==> config.mk <==
export PLATFORM = sky130hd
export DESIGN_NAME = memstream_ram_reader_flat
export DESIGN_NICKNAME = d
export VERILOG_FILES = /design/src/rtl/memstream_axis_if.sv /design/src/rtl/memstream_ram_reader.sv /design/src/flat_wrapper.sv
export SDC_FILE = /design/constraint.sdc
export NUM_CORES = 1
export LEC_CHECK = 0
export CELL_PAD_IN_SITES_DETAIL_PLACEMENT = 0
export CELL_PAD_IN_SITES_GLOBAL_PLACEMENT = 1
export CORE_UTILIZATION = 40
export DETAILED_ROUTE_END_ITERATION = 10
export GPL_ROUTABILITY_DRIVEN = 0
export PLACE_DENSITY = 0.72
export SLEW_MARGIN = 20
export SYNTH_ARGS = -nofsm -noshare
export SYNTH_HDL_FRONTEND = slang
export SYNTH_SLANG_ARGS = --single-unit
==> constraint.sdc <==
create_clock -name clk -period 5.3 [get_ports clk]
set_input_delay 0.795 -clock clk [delete_from_list [all_inputs] [get_ports clk]]
set_output_delay 0.795 -clock clk [all_outputs]
set_load 0.02 [all_outputs]
==> src/rtl/memstream_axis_if.sv <==
// AXI-Stream bundle carried between the memstream RAM reader and its consumer.
interface memstream_axis_if #(
    parameter int DWIDTH = 18
);
    logic [DWIDTH-1:0] tdata;
    logic              tvalid;
    logic              tready;
    logic              tlast;

    modport master (output tdata, output tvalid, output tlast, input tready);
    modport slave  (input tdata, input tvalid, input tlast, output tready);
endinterface

==> src/rtl/memstream_ram_reader.sv <==
// Streams a block-RAM region out as AXI-Stream with credit-based read issue.
// Optional macro MEMSTREAM_LOOP_EN: wrap and replay the region forever after one start.
module memstream_ram_reader_chk #(
    parameter int CW         = 3,
    parameter int FIFO_DEPTH = 4
) (
    input logic          clk,
    input logic          rst,
    input logic          push,
    input logic          pop,
    input logic [CW-1:0] count
);
    // Every returning read must find a free slot reserved by the issue credit.
    a_no_overflow: assert property (@(posedge clk) disable iff (rst)
        !(push && !pop && (count == CW'(FIFO_DEPTH))));
endmodule

module memstream_ram_reader #(
    parameter int DWIDTH     = 18,
    parameter int AWIDTH     = 10,
    parameter int START_ADDR = 0,
    parameter int NWORDS     = 1024,
    parameter int FIFO_DEPTH = 4
) (
    input  logic               clk,
    input  logic               rst,
    input  logic               start,
    output logic               busy,
    output logic               done,
    output logic [AWIDTH-1:0]  ram_addr,
    input  logic [DWIDTH-1:0]  ram_rdq,
    memstream_axis_if.master   m_axis
);
    localparam logic [1:0] ST_IDLE  = 2'd0;
    localparam logic [1:0] ST_RUN   = 2'd1;
    localparam logic [1:0] ST_DRAIN = 2'd2;

    localparam int PW = (FIFO_DEPTH > 1) ? $clog2(FIFO_DEPTH) : 1;
    localparam int CW = $clog2(FIFO_DEPTH + 3);
    localparam logic [AWIDTH-1:0] FIRST_ADDR = AWIDTH'(START_ADDR);
    localparam logic [AWIDTH-1:0] END_ADDR   = AWIDTH'(START_ADDR + NWORDS - 1);

    logic [1:0]        state_r;
    logic [AWIDTH-1:0] addr_r;
    logic              busy_r;
    logic              done_r;
    logic              s1_v_r;
    logic              s1_last_r;
    logic              s2_v_r;
    logic              s2_last_r;
    logic [DWIDTH:0]   fifo_mem_r [FIFO_DEPTH];
    logic [PW-1:0]     wr_ptr_r;
    logic [PW-1:0]     rd_ptr_r;
    logic [CW-1:0]     count_r;

    logic              issue_s;
    logic              push_s;
    logic              pop_s;
    logic              last_addr_s;
    logic              last_beat_s;
    logic              valid_s;
    logic [CW-1:0]     credit_s;

    function automatic logic [PW-1:0] ptr_inc(input logic [PW-1:0] p);
        if (p == PW'(FIFO_DEPTH - 1)) begin
            ptr_inc = {PW{1'b0}};
        end else begin
            ptr_inc = p + PW'(1);
        end
    endfunction

    // Issue credit counts buffered words plus both in-flight reads; same-cycle pops earn nothing.
    always_comb begin
        credit_s    = count_r + CW'(s1_v_r) + CW'(s2_v_r);
        last_addr_s = (addr_r == END_ADDR);
        valid_s     = (count_r != {CW{1'b0}});
        push_s      = s2_v_r;
        pop_s       = valid_s && m_axis.tready;
        last_beat_s = pop_s && fifo_mem_r[rd_ptr_r][DWIDTH];
        if (state_r == ST_RUN) begin
            issue_s = (credit_s < CW'(FIFO_DEPTH));
        end else begin
            issue_s = 1'b0;
        end
    end

    assign ram_addr      = addr_r;
    assign busy          = busy_r;
    assign done          = done_r;
    assign m_axis.tvalid = valid_s;
    assign m_axis.tdata  = fifo_mem_r[rd_ptr_r][DWIDTH-1:0];
    assign m_axis.tlast  = valid_s && fifo_mem_r[rd_ptr_r][DWIDTH];

    // Pass control: address walk, busy/done and state transitions.
    always_ff @(posedge clk or posedge rst) begin
        if (rst) begin
            state_r <= ST_IDLE;
            addr_r  <= FIRST_ADDR;
            busy_r  <= 1'b0;
            done_r  <= 1'b0;
        end else begin
            done_r <= last_beat_s;
            case (state_r)
                ST_IDLE: begin
                    if (start) begin
                        state_r <= ST_RUN;
                        addr_r  <= FIRST_ADDR;
                        busy_r  <= 1'b1;
                    end
                end
                ST_RUN: begin
                    if (issue_s) begin
                        if (last_addr_s) begin
`ifdef MEMSTREAM_LOOP_EN
                            addr_r <= FIRST_ADDR;
`else
                            state_r <= ST_DRAIN;
`endif
                        end else begin
                            addr_r <= addr_r + AWIDTH'(1);
                        end
                    end
                end
                ST_DRAIN: begin
                    if (last_beat_s) begin
                        state_r <= ST_IDLE;
                        busy_r  <= 1'b0;
                    end
                end
                default: begin
                    state_r <= ST_IDLE;
                    busy_r  <= 1'b0;
                end
            endcase
        end
    end

    // Two-stage issue tracker matching the RAM read latency.
    always_ff @(posedge clk or posedge rst) begin
        if (rst) begin
            s1_v_r    <= 1'b0;
            s1_last_r <= 1'b0;
            s2_v_r    <= 1'b0;
            s2_last_r <= 1'b0;
        end else begin
            s1_v_r    <= issue_s;
            s1_last_r <= issue_s && last_addr_s;
            s2_v_r    <= s1_v_r;
            s2_last_r <= s1_last_r;
        end
    end

    // Output FIFO holding {last, data}; the head drives the stream.
    always_ff @(posedge clk or posedge rst) begin
        if (rst) begin
            wr_ptr_r <= {PW{1'b0}};
            rd_ptr_r <= {PW{1'b0}};
            count_r  <= {CW{1'b0}};
            for (int i = 0; i < FIFO_DEPTH; i++) begin
                fifo_mem_r[i] <= {(DWIDTH + 1){1'b0}};
            end
        end else begin
            if (push_s) begin
                fifo_mem_r[wr_ptr_r] <= {s2_last_r, ram_rdq};
                wr_ptr_r             <= ptr_inc(wr_ptr_r);
            end
            if (pop_s) begin
                rd_ptr_r <= ptr_inc(rd_ptr_r);
            end
            case ({push_s, pop_s})
                2'b10:   count_r <= count_r + CW'(1);
                2'b01:   count_r <= count_r - CW'(1);
                default: count_r <= count_r;
            endcase
        end
    end

    memstream_ram_reader_chk #(.CW(CW), .FIFO_DEPTH(FIFO_DEPTH)) u_chk (
        .clk   (clk),
        .rst   (rst),
        .push  (push_s),
        .pop   (pop_s),
        .count (count_r)
    );
endmodule
==> src/flat_wrapper.sv <==
// flat-port wrapper written by rule: the top's interface ports become plain ports
module memstream_ram_reader_flat 
#(
    parameter int DWIDTH     = 18,
    parameter int AWIDTH     = 10,
    parameter int START_ADDR = 0,
    parameter int NWORDS     = 1024,
    parameter int FIFO_DEPTH = 4
)
  (clk, rst, start, busy, done, ram_addr, ram_rdq, m_axis_tdata, m_axis_tvalid, m_axis_tlast, m_axis_tready);
  memstream_axis_if #(.DWIDTH(DWIDTH)) m_axis_i ();
  input  logic clk;
  input  logic rst;
  input  logic start;
  output logic busy;
  output logic done;
  output logic [AWIDTH-1:0] ram_addr;
  input  logic [DWIDTH-1:0] ram_rdq;
  output wire logic [$bits(m_axis_i.tdata)-1:0] m_axis_tdata;
  output wire logic [$bits(m_axis_i.tvalid)-1:0] m_axis_tvalid;
  output wire logic [$bits(m_axis_i.tlast)-1:0] m_axis_tlast;
  input wire logic [$bits(m_axis_i.tready)-1:0] m_axis_tready;
  assign m_axis_tdata = m_axis_i.tdata;
  assign m_axis_tvalid = m_axis_i.tvalid;
  assign m_axis_tlast = m_axis_i.tlast;
  assign m_axis_i.tready = m_axis_tready;
  memstream_ram_reader #(.DWIDTH(DWIDTH), .AWIDTH(AWIDTH), .START_ADDR(START_ADDR), .NWORDS(NWORDS), .FIFO_DEPTH(FIFO_DEPTH)) u_core (.clk(clk), .rst(rst), .start(start), .busy(busy), .done(done), .ram_addr(ram_addr), .ram_rdq(ram_rdq), .m_axis(m_axis_i));
endmodule
Yosys cells after proc, flatten, opt, wreduce, memory -nomap -nowiden
Cells that the tools add are included.
{"block": "op_classes", "n_lt_le_gt_ge": 4, "n_bitwise": 3, "eq_ne": 12, "add_sub_neg": 7, "n_reduce_logical": 12, "n_mux": 22}
{"cell": "76-bit bitwise mux", "n": 1}
{"cell": "19-bit two-way mux", "n": 3}
{"cell": "19-bit binary-select mux with 2-bit select", "n": 1}
{"cell": "19-bit demux with 2-bit select", "n": 1}
{"cell": "10-bit two-way mux", "n": 3}
{"cell": "10-bit case mux with 2 select lines", "n": 1}
{"cell": "2-bit two-way mux", "n": 6}
{"cell": "10-bit by 1-bit adder with 10-bit output, second input constant", "n": 1}
{"cell": "10-bit equality test, second input constant", "n": 1}
{"cell": "2-bit equality test, second input constant", "n": 4}
{"cell": "4-bit AND reduction", "n": 2}
{"cell": "3-bit by 1-bit adder with 3-bit output", "n": 2}
{"cell": "3-bit >= comparator, second input constant", "n": 2}
{"cell": "2-bit by 1-bit != test with 1-bit output, second input constant", "n": 3}
{"cell": "2-bit NOT with 3-bit output", "n": 2}
{"cell": "2-bit case mux with 3 select lines", "n": 1}
{"cell": "3-bit case mux with 2 select lines", "n": 1}
{"cell": "1-bit logical AND", "n": 5}
{"cell": "2-bit by 1-bit adder with 2-bit output, second input constant", "n": 2}
{"cell": "2-bit by 1-bit equality test with 1-bit output, second input constant", "n": 2}
{"cell": "2-bit != test, second input constant", "n": 2}
{"cell": "2-bit nonzero test", "n": 2}
{"cell": "3-bit by 1-bit adder with 3-bit output, second input constant", "n": 1}
{"cell": "3-bit by 1-bit < comparator with 1-bit output, second input constant", "n": 1}
{"cell": "other kinds (8)", "n": 10}
{"block": "totals", "register_bits": 101, "out_inout_bits": 32, "input_bits": 22}

Depth between registers and ports, before layout
Gate-level depths: netlist of the first run.
{"block": "logic_depth", "ltp_word": 7, "ltp_mapped": 8}

Worst setup path after synthesis of the first run
Ideal clock, no wire load.
{"block": "synth_timing", "path_type": "reg2out", "from": "register u_core.rd_ptr_r[0]", "to": "output port m_axis_tdata[0]", "slack_ps": 2998, "path_stages_with_launch": 3, "t_arrival_ps": 1507, "n_path_buf": 1, "required_time_ps": 4505, "path_cell_list": "dfrtp_1 > buf_1 > mux4_2"}
{"block": "synth_between", "elab_chain_cells": 4}
{"item": "from (decl)", "line": "memstream_ram_reader.sv:53", "rtl": "logic [PW-1:0] rd_ptr_r;"}
{"item": "from (signal assigned)", "line": "memstream_ram_reader.sv:157", "rtl": "rd_ptr_r <= {PW{1'b0}};"}
{"item": "from (signal assigned)", "line": "memstream_ram_reader.sv:168", "rtl": "rd_ptr_r <= ptr_inc(rd_ptr_r);"}
{"item": "2-bit NOT with 3-bit output (not written as such)", "line": "memstream_ram_reader.sv:91", "rtl": "assign m_axis.tdata = fifo_mem_r[rd_ptr_r][DWIDTH-1:0];"}
{"item": "19-bit binary-select mux with 2-bit select", "line": "memstream_ram_reader.sv:91"}
{"item": "19-bit two-way mux (2 in a row)"}
{"item": "to (decl)", "line": "flat_wrapper.sv:19", "rtl": "output wire logic [$bits(m_axis_i.tdata)-1:0] m_axis_tdata;"}
Every way passes these cells. The select of a mux whose other input is x is not followed.

Final worst setup path of the first run
{"block": "layout_timing", "from": "register u_core.rd_ptr_r[1]", "to": "output port m_axis_tlast"}
{"block": "layout_between", "elab_chain_cells": 5}
{"item": "2-bit NOT with 3-bit output (not written as such)", "line": "memstream_ram_reader.sv:92", "rtl": "assign m_axis.tlast = valid_s && fifo_mem_r[rd_ptr_r][DWIDTH];"}
{"item": "19-bit binary-select mux with 2-bit select", "line": "memstream_ram_reader.sv:92"}
{"item": "19-bit two-way mux (not written as such) (2 in a row)", "line": "memstream_ram_reader.sv:92"}
{"item": "1-bit logical AND", "line": "memstream_ram_reader.sv:92"}
{"item": "to (decl)", "line": "flat_wrapper.sv:21", "rtl": "output wire logic [$bits(m_axis_i.tlast)-1:0] m_axis_tlast;"}
Every way passes these cells. The select of a mux whose other input is x is not followed.

==> results.yml, run 1 <==
cts:
  htreeDepth: 3
  clk_latency_ns: 0.34
  root_buffer: "clkbuf_16"
  cts.sinks: 101
  cts.clk_slew.worst_paths_ns: 0.07
  cts_resized: 0
  cts_tree: "yes"
  cts.hold.buffers_added: 0
  clockBufferDepth: 2
  cts_made_buffers: 9
  cts_setup_buffers: 0
floorplan:
  die_area_mm2: 0.01186
  rows: 38
  start_util: 0.4162
  core_mm2: 0.01098
  dieWidth_um: 108.9
  die-height_um: 108.9
  io_pins: 54
setup_path:
  rr_startpoint: "u_core.push_s$_DFF_PP0_"
  critPathCapture: "m_axis_tlast"
  cp_cell_sequence: "mux4_2 > and2_1 > clkdlybuf4s50_1"
  worst-path-stages: 3
  cp_top_family: "flip-flops"
  crit_fanout: 21
  worstPathArrival_ns: 2.49
  r2r_slack_ns: 3.03
  ff2ff_path_depth: 5
  path_class: "reg -> out"
  r2r-end: "u_core.ram_addr[9]$_DFFE_PP0P_"
  critPathCaptureType: "primary output"
  start_kind: "register"
  crit_buf_inv: 1
  crit_path_start: "u_core.rd_ptr_r[1]$_DFFE_PP0P_"
  slowest_delay_ns: 0.99
  required_ns: 4.51
  critPathSlowestCell: "dfrtp_1"
place:
  dp.final_hpwl_um: 5576
  io_buffer_count: 53
power_and_ir_drop:
  powerDensity_mw_per_mm2: 698.6
  swShare: 0.3456
  p_int_mw: 2.526
  p_leak_nw: 2.306
  netSwitchingPower_mw: 1.334
  comb_power_share: 0.473
  vdd_drop_max_uv: 326.2
  clock_power_share: 0.165
  pwr-share-seq: 0.362
  finalPower_mw: 3.860
logic_synthesis:
  synth-seq-cells: 101
  ys.flop_type: "dfrtp_1"
  synth_warnings: 0
  netlist_area_mm2: 0.004571
  synth_nets: 348
  synth_cell_types: 34
  yosysSeqAreaShare: 0.5530
  syn_avg_cell_area_um2: 14.42
  async_reset_ff_frac: 1.000
  netlist_instances: 317
  synth_enable_flop_cells: 0
drt:
  drt-total-wl_um: 8687
  drc: 0
  antenna_left: 0
  vias_per_cell: 5.414
  wl_per_cell_um: 16.87
  drtIter0Drc: 64
  vias: 2788
  drtPass1Iterations: 4
grt:
  top_usage_layer: "met2"
  antenna_found_initial: 0
  grtUsageMet3: 0.02750
  track_usage: 0.1664
  grt_pass1_vias: 2986
  grt_pass1_wl_um: 14810
  use_met2: 0.2803
  grt_max_degree: 64
  overflow: 0
  met1_usage: 0.2110
timing:
  max_freq_ghz: 0.3041
  drv_slew: 0
  setup_viol: 0
  rsz0062_at_grt: "no"
  period_minus_slack_ns: 3.288
  setup_tns_ns: 0
  fin_crit_sh: 0.6205
  worst_pin_slew_ns: 1.004
  slew_headroom: 0.3287
  finalHoldViolCount: 0
  clock_skew_ns: 0.007511
cells_and_area:
  n_antenna_cell: 0
  fillers: 955
  postLayoutCoreUtil: 0.5031
  synthToLayoutAreaGrowth_pct: 20.89
  layout.nets: 402
  final_layout_size_suffix_gt1_frac: 0.3040
job:
  max_cap_violations: 0
outcome:
  run_status: "completed"
min_path:
  hp-class: "reg -> reg"
  min_path_cells: 0
==> synthesized netlist by cell type (2+ instances only) <==
library cell	n	area [µm²]
dfrtp_1	101	2527
mux2_2	77	867.1
mux4_2	19	427.9
nand2_1	14	52.55
nand3_1	14	70.07
inv_1	11	41.29
o211ai_1	11	82.58
ha_1	8	100.1
buf_2	5	25.02
clkbuf_1	5	18.77
or3_1	5	31.28
or4_1	5	37.54
nor2_1	4	15.01
nor2b_1	4	25.02
o21ai_0	4	20.02
mux2i_1	3	30.03
nand4_1	3	18.77
a21o_1	2	15.01
a21oi_1	2	10.01
buf_1	2	7.510
nand2b_1	2	12.51
nor3_1	2	10.01
o21a_1	2	15.01
xor2_1	2	17.52
==> layout make-up <==
class / instances / area, µm² / area share
sequential: 101 / 2527 / 0.4574
multi-input combinational: 193 / 1951 / 0.3530
timing repair buffer: 55 / 545.5 / 0.09873
clock buffer: 11 / 232.7 / 0.04212
tap: 140 / 175.2 / 0.03170
clock inverter: 4 / 50.05 / 0.009058
inverter: 11 / 43.79 / 0.007926
==> cells by family after synthesis <==
logic type | count (synthesis) | share of synthesized area
muxes | 99 | 0.2899
AOI/OAI and AO/OA | 26 | 0.04024
buffers and inverters | 23 | 0.02026
DFF | 101 | 0.5530
and+or+nand+nor | 56 | 0.06461
xor gates and xnor gates | 3 | 0.005750
adders and majority gates | 9 | 0.02628
==> worst register-to-register path: stages, from the launching register on <==
cell and delay [ns]:
dfrtp_1 0.49, ha_1 0.35, a21o_1 0.17, a221o_1 0.53, or4_1 0.57, nand3_1 0.10
==> per-layer routing <==
| layer | routed length (µm) | up-vias |
|---|---|---|
| li1 | - | 1289 |
| met1 | 3907 | 1433 |
| met2 | 4308 | 55 |
| met3 | 350 | 11 |
| met4 | 121 | 0 |
| met5 | 0 | - |
==> power groups by stage <==
stage               Sequential, mW  Clock [mW]  Combinational [mW]
finish                        1.40       0.639                1.82
global route                  1.45       0.685                1.99
detailed placement            1.41           0                1.86
global placement              1.39           0                1.82
floorplan                     1.33           0                1.32
CTS                           1.40       0.655                1.86
==> registers in the layout (all words and copies together) (netlist names) <==
register / cells
u_core.fifo_mem_r: 76
u_core.rd_ptr_r: 2
u_core.count_r: 3
u_core.s2_last_r: 1
u_core.done: 1
u_core.push_s: 1
u_core.wr_ptr_r: 2
u_core.s1_last_r: 1
u_core.busy: 1
u_core.ram_addr: 10
u_core.state_r: 2
u_core.s1_v_r: 1
==> through the flow <==
| stage | hold WS [ns] | std cells | setup WS, ns | cell area (µm²) |
|---|---|---|---|---|
| after floorplan | 0.3312 | 317 | 1.858 | 4571 |
| after global placement | 0.3336 | 500 | 2.357 | 5243 |
| after detailed placement | 0.3379 | 500 | 2.346 | 5243 |
| after CTS | 0.3531 | 515 | 1.960 | 5525 |
| after global routing | 0.3673 | 515 | 1.898 | 5525 |
| final | 0.3516 | 515 | 2.012 | 5525 |
==> cells in the final DEF, fill, tap and decap left out, drive strengths merged, types with 3 or more instances in the layout <==
| master | instances |
|---|---|
| nor3 | 3 |
| clkbuf | 11 |
| nand3 | 14 |
| mux2i | 3 |
| dfrtp | 101 |
| inv | 11 |
| clkdlybuf4s50 | 53 |
| ha | 8 |
| or4 | 5 |
| mux4 | 19 |
| o21ai | 4 |
| or3 | 5 |
| nor2b | 4 |
| nand4 | 3 |
| nor2 | 4 |
| nand2 | 14 |
| mux2 | 77 |
| o211ai | 11 |
==> worst min path at each step <==
stage | startpoint | end | slack, ns
floorplan | u_core.s1_last_r$_DFF_PP0_ | u_core.s2_last_r$_DFF_PP0_ | 0.33
global placement | u_core.s1_last_r$_DFF_PP0_ | u_core.s2_last_r$_DFF_PP0_ | 0.33
detailed placement | u_core.s1_last_r$_DFF_PP0_ | u_core.s2_last_r$_DFF_PP0_ | 0.34
CTS | u_core.s1_last_r$_DFF_PP0_ | u_core.s2_last_r$_DFF_PP0_ | 0.35
global route | u_core.s1_last_r$_DFF_PP0_ | u_core.s2_last_r$_DFF_PP0_ | 0.37
finish | u_core.s1_last_r$_DFF_PP0_ | u_core.s2_last_r$_DFF_PP0_ | 0.35
Note: power is estimated with default switching activity, not from simulation.
==> inputs of run 2 (changes only) <==
Clock period 5.3 ns to 3.3 ns, I/O delays scaled along.
==> results.yml, run 2 (synthesis results as in run 1) <==
power_and_ir_drop:
  finalPower_mw: 6.276
  clock_power_share: 0.169
  comb_power_share: 0.478
  swShare: 0.3477
  p_leak_nw: 2.338
  pwr-share-seq: 0.353
  netSwitchingPower_mw: 2.182
  powerDensity_mw_per_mm2: 1122
  p_int_mw: 4.094
  vdd_drop_max_uv: 561.6
grt:
  overflow: 0
  antenna_found_initial: 0
  track_usage: 0.1702
  grt_pass1_vias: 2912
  grt_max_degree: 59
  grt_pass1_wl_um: 14880
setup_path:
  crit_buf_inv: 2
  slowest_delay_ns: 0.61
  path_class: "reg -> out"
  critPathCaptureType: "primary output"
  crit_fanout: 15
  cp_cell_sequence: "buf_12 > mux4_2 > clkdlybuf4s50_1"
  start_kind: "register"
  critPathSlowestCell: "dfrtp_1"
  worstPathArrival_ns: 2.27
  required_ns: 2.80
  cp_top_family: "buffers and inverters"
floorplan:
  start_util: 0.4162
  die_area_mm2: 0.01186
  io_pins: 54
  die-height_um: 108.9
  core_mm2: 0.01098
  rows: 38
  dieWidth_um: 108.9
cts:
  cts_resized: 0
  root_buffer: "clkbuf_16"
  htreeDepth: 3
  clockBufferDepth: 2
  cts.sinks: 101
  cts.clk_slew.worst_paths_ns: 0.07
  clk_latency_ns: 0.35
  cts_made_buffers: 9
  cts.hold.buffers_added: 0
  cts_setup_buffers: 0
  cts_tree: "yes"
timing:
  max_freq_ghz: 0.3611
  period_minus_slack_ns: 2.770
  finalHoldViolCount: 0
  drv_slew: 0
  slew_headroom: 0.3155
  setup_viol: 0
  rsz0062_at_grt: "no"
  worst_pin_slew_ns: 1.024
  fin_crit_sh: 0.8393
  whs_ns: 0.3551
  clock_skew_ns: 0.006101
  setup_tns_ns: 0
min_path:
  hp-class: "reg -> reg"
drt:
  drtIter0Drc: 121
  wl_met2_um: 4274
  top_layer: "met4"
  vias: 2761
  drt-met1-wl_um: 4056
  wl_met3_um: 373
  antenna_left: 0
  drtPass1Iterations: 5
  drt-total-wl_um: 8779
  vias_per_cell: 5.320
  wl_per_cell_um: 16.92
  drc: 0
job:
  max_cap_violations: 0
cells_and_area:
  layout_commonest_cell: "dfrtp_1"
  largest_reg_flops: 76
  synthToLayoutAreaGrowth_pct: 22.34
  final_area_mm2: 0.005592
  final_layout_size_suffix_gt1_frac: 0.3166
  n_antenna_cell: 0
  layout.nets: 405
  mostFrequentLayoutCells: "dfrtp_1, mux2_2, clkdlybuf4s50_1"
  largest-register: "u_core.fifo_mem_r"
outcome:
  run_status: "completed"
place:
  dp.final_hpwl_um: 5754
  io_buffer_count: 53
  placed_area_mm2: 0.005290
## run 2: cell types whose count changed in the layout (fill, tap and decap cells not counted), sizes merged
cell	delta
clkbuf	-2
clkinv	+3
buf	+3
## run 2: per-layer routing
| metal | GRT usage | vias to the layer above |
|---|---|---|
| met5 | 0 | - |
| met4 | 0.04923 | 0 |
| met3 | 0.06336 | 7 |
| met2 | 0.2767 | 49 |
| met1 | 0.2115 | 1416 |
| li1 | - | 1289 |
## run 2: per-stage QoR
step / setup WS [ns] / cells / util
final: 0.5304 / 519 / 0.5091
after floorplan: 0.1579 / 317 / -
after global placement: 0.8761 / 503 / 0.4817
after CTS: 0.4717 / 519 / 0.5091
after detailed placement: 0.8658 / 503 / 0.4817
after global routing: 0.3969 / 519 / 0.5091
## run 2: final timing paths
check,start,end,slack (ns),cells after the start
setup reg to reg,u_core.push_s$_DFF_PP0_,u_core.ram_addr[9]$_DFFE_PP0P_,1.05,5
max in group asynchronous,rst,u_core.fifo_mem_r[22]$_DFFE_PP0P_,2.02,3
hold / removal,u_core.s1_last_r$_DFF_PP0_,u_core.s2_last_r$_DFF_PP0_,0.36,0
setup / recovery,u_core.rd_ptr_r[0]$_DFFE_PP0P_,m_axis_tdata[2],0.53,3
hold reg to reg,u_core.s1_last_r$_DFF_PP0_,u_core.s2_last_r$_DFF_PP0_,0.36,0
min in group asynchronous,rst,u_core.fifo_mem_r[17]$_DFFE_PP0P_,0.57,2
## run 2: layout make-up
type | instances | area, µm²
well taps | 140 | 175.2
multi-input cells | 193 | 1951
clock inverters | 7 | 76.32
repair buffers | 58 | 593.1
flip-flops and latches | 101 | 2527
inverters | 11 | 43.79
fillers | 942 | 5391
clock buffers | 9 | 225.2
## run 2: power groups by stage
stage	Combinational, mW	Sequential (mW)	Clock, mW
after floorplan	2.12	2.14	0
after global placement	2.99	2.21	0
after detailed placement	3.05	2.24	0
after CTS	3.06	2.22	1.10
after global routing	3.28	2.31	1.15
final	3.00	2.22	1.06
## run 2: worst reg2reg max path, cell delays in order, from the launching register on
cell	delay [ns]
dfrtp_1	0.47
ha_1	0.35
a21o_1	0.17
a221o_1	0.54
or4_1	0.57
nand3_1	0.09
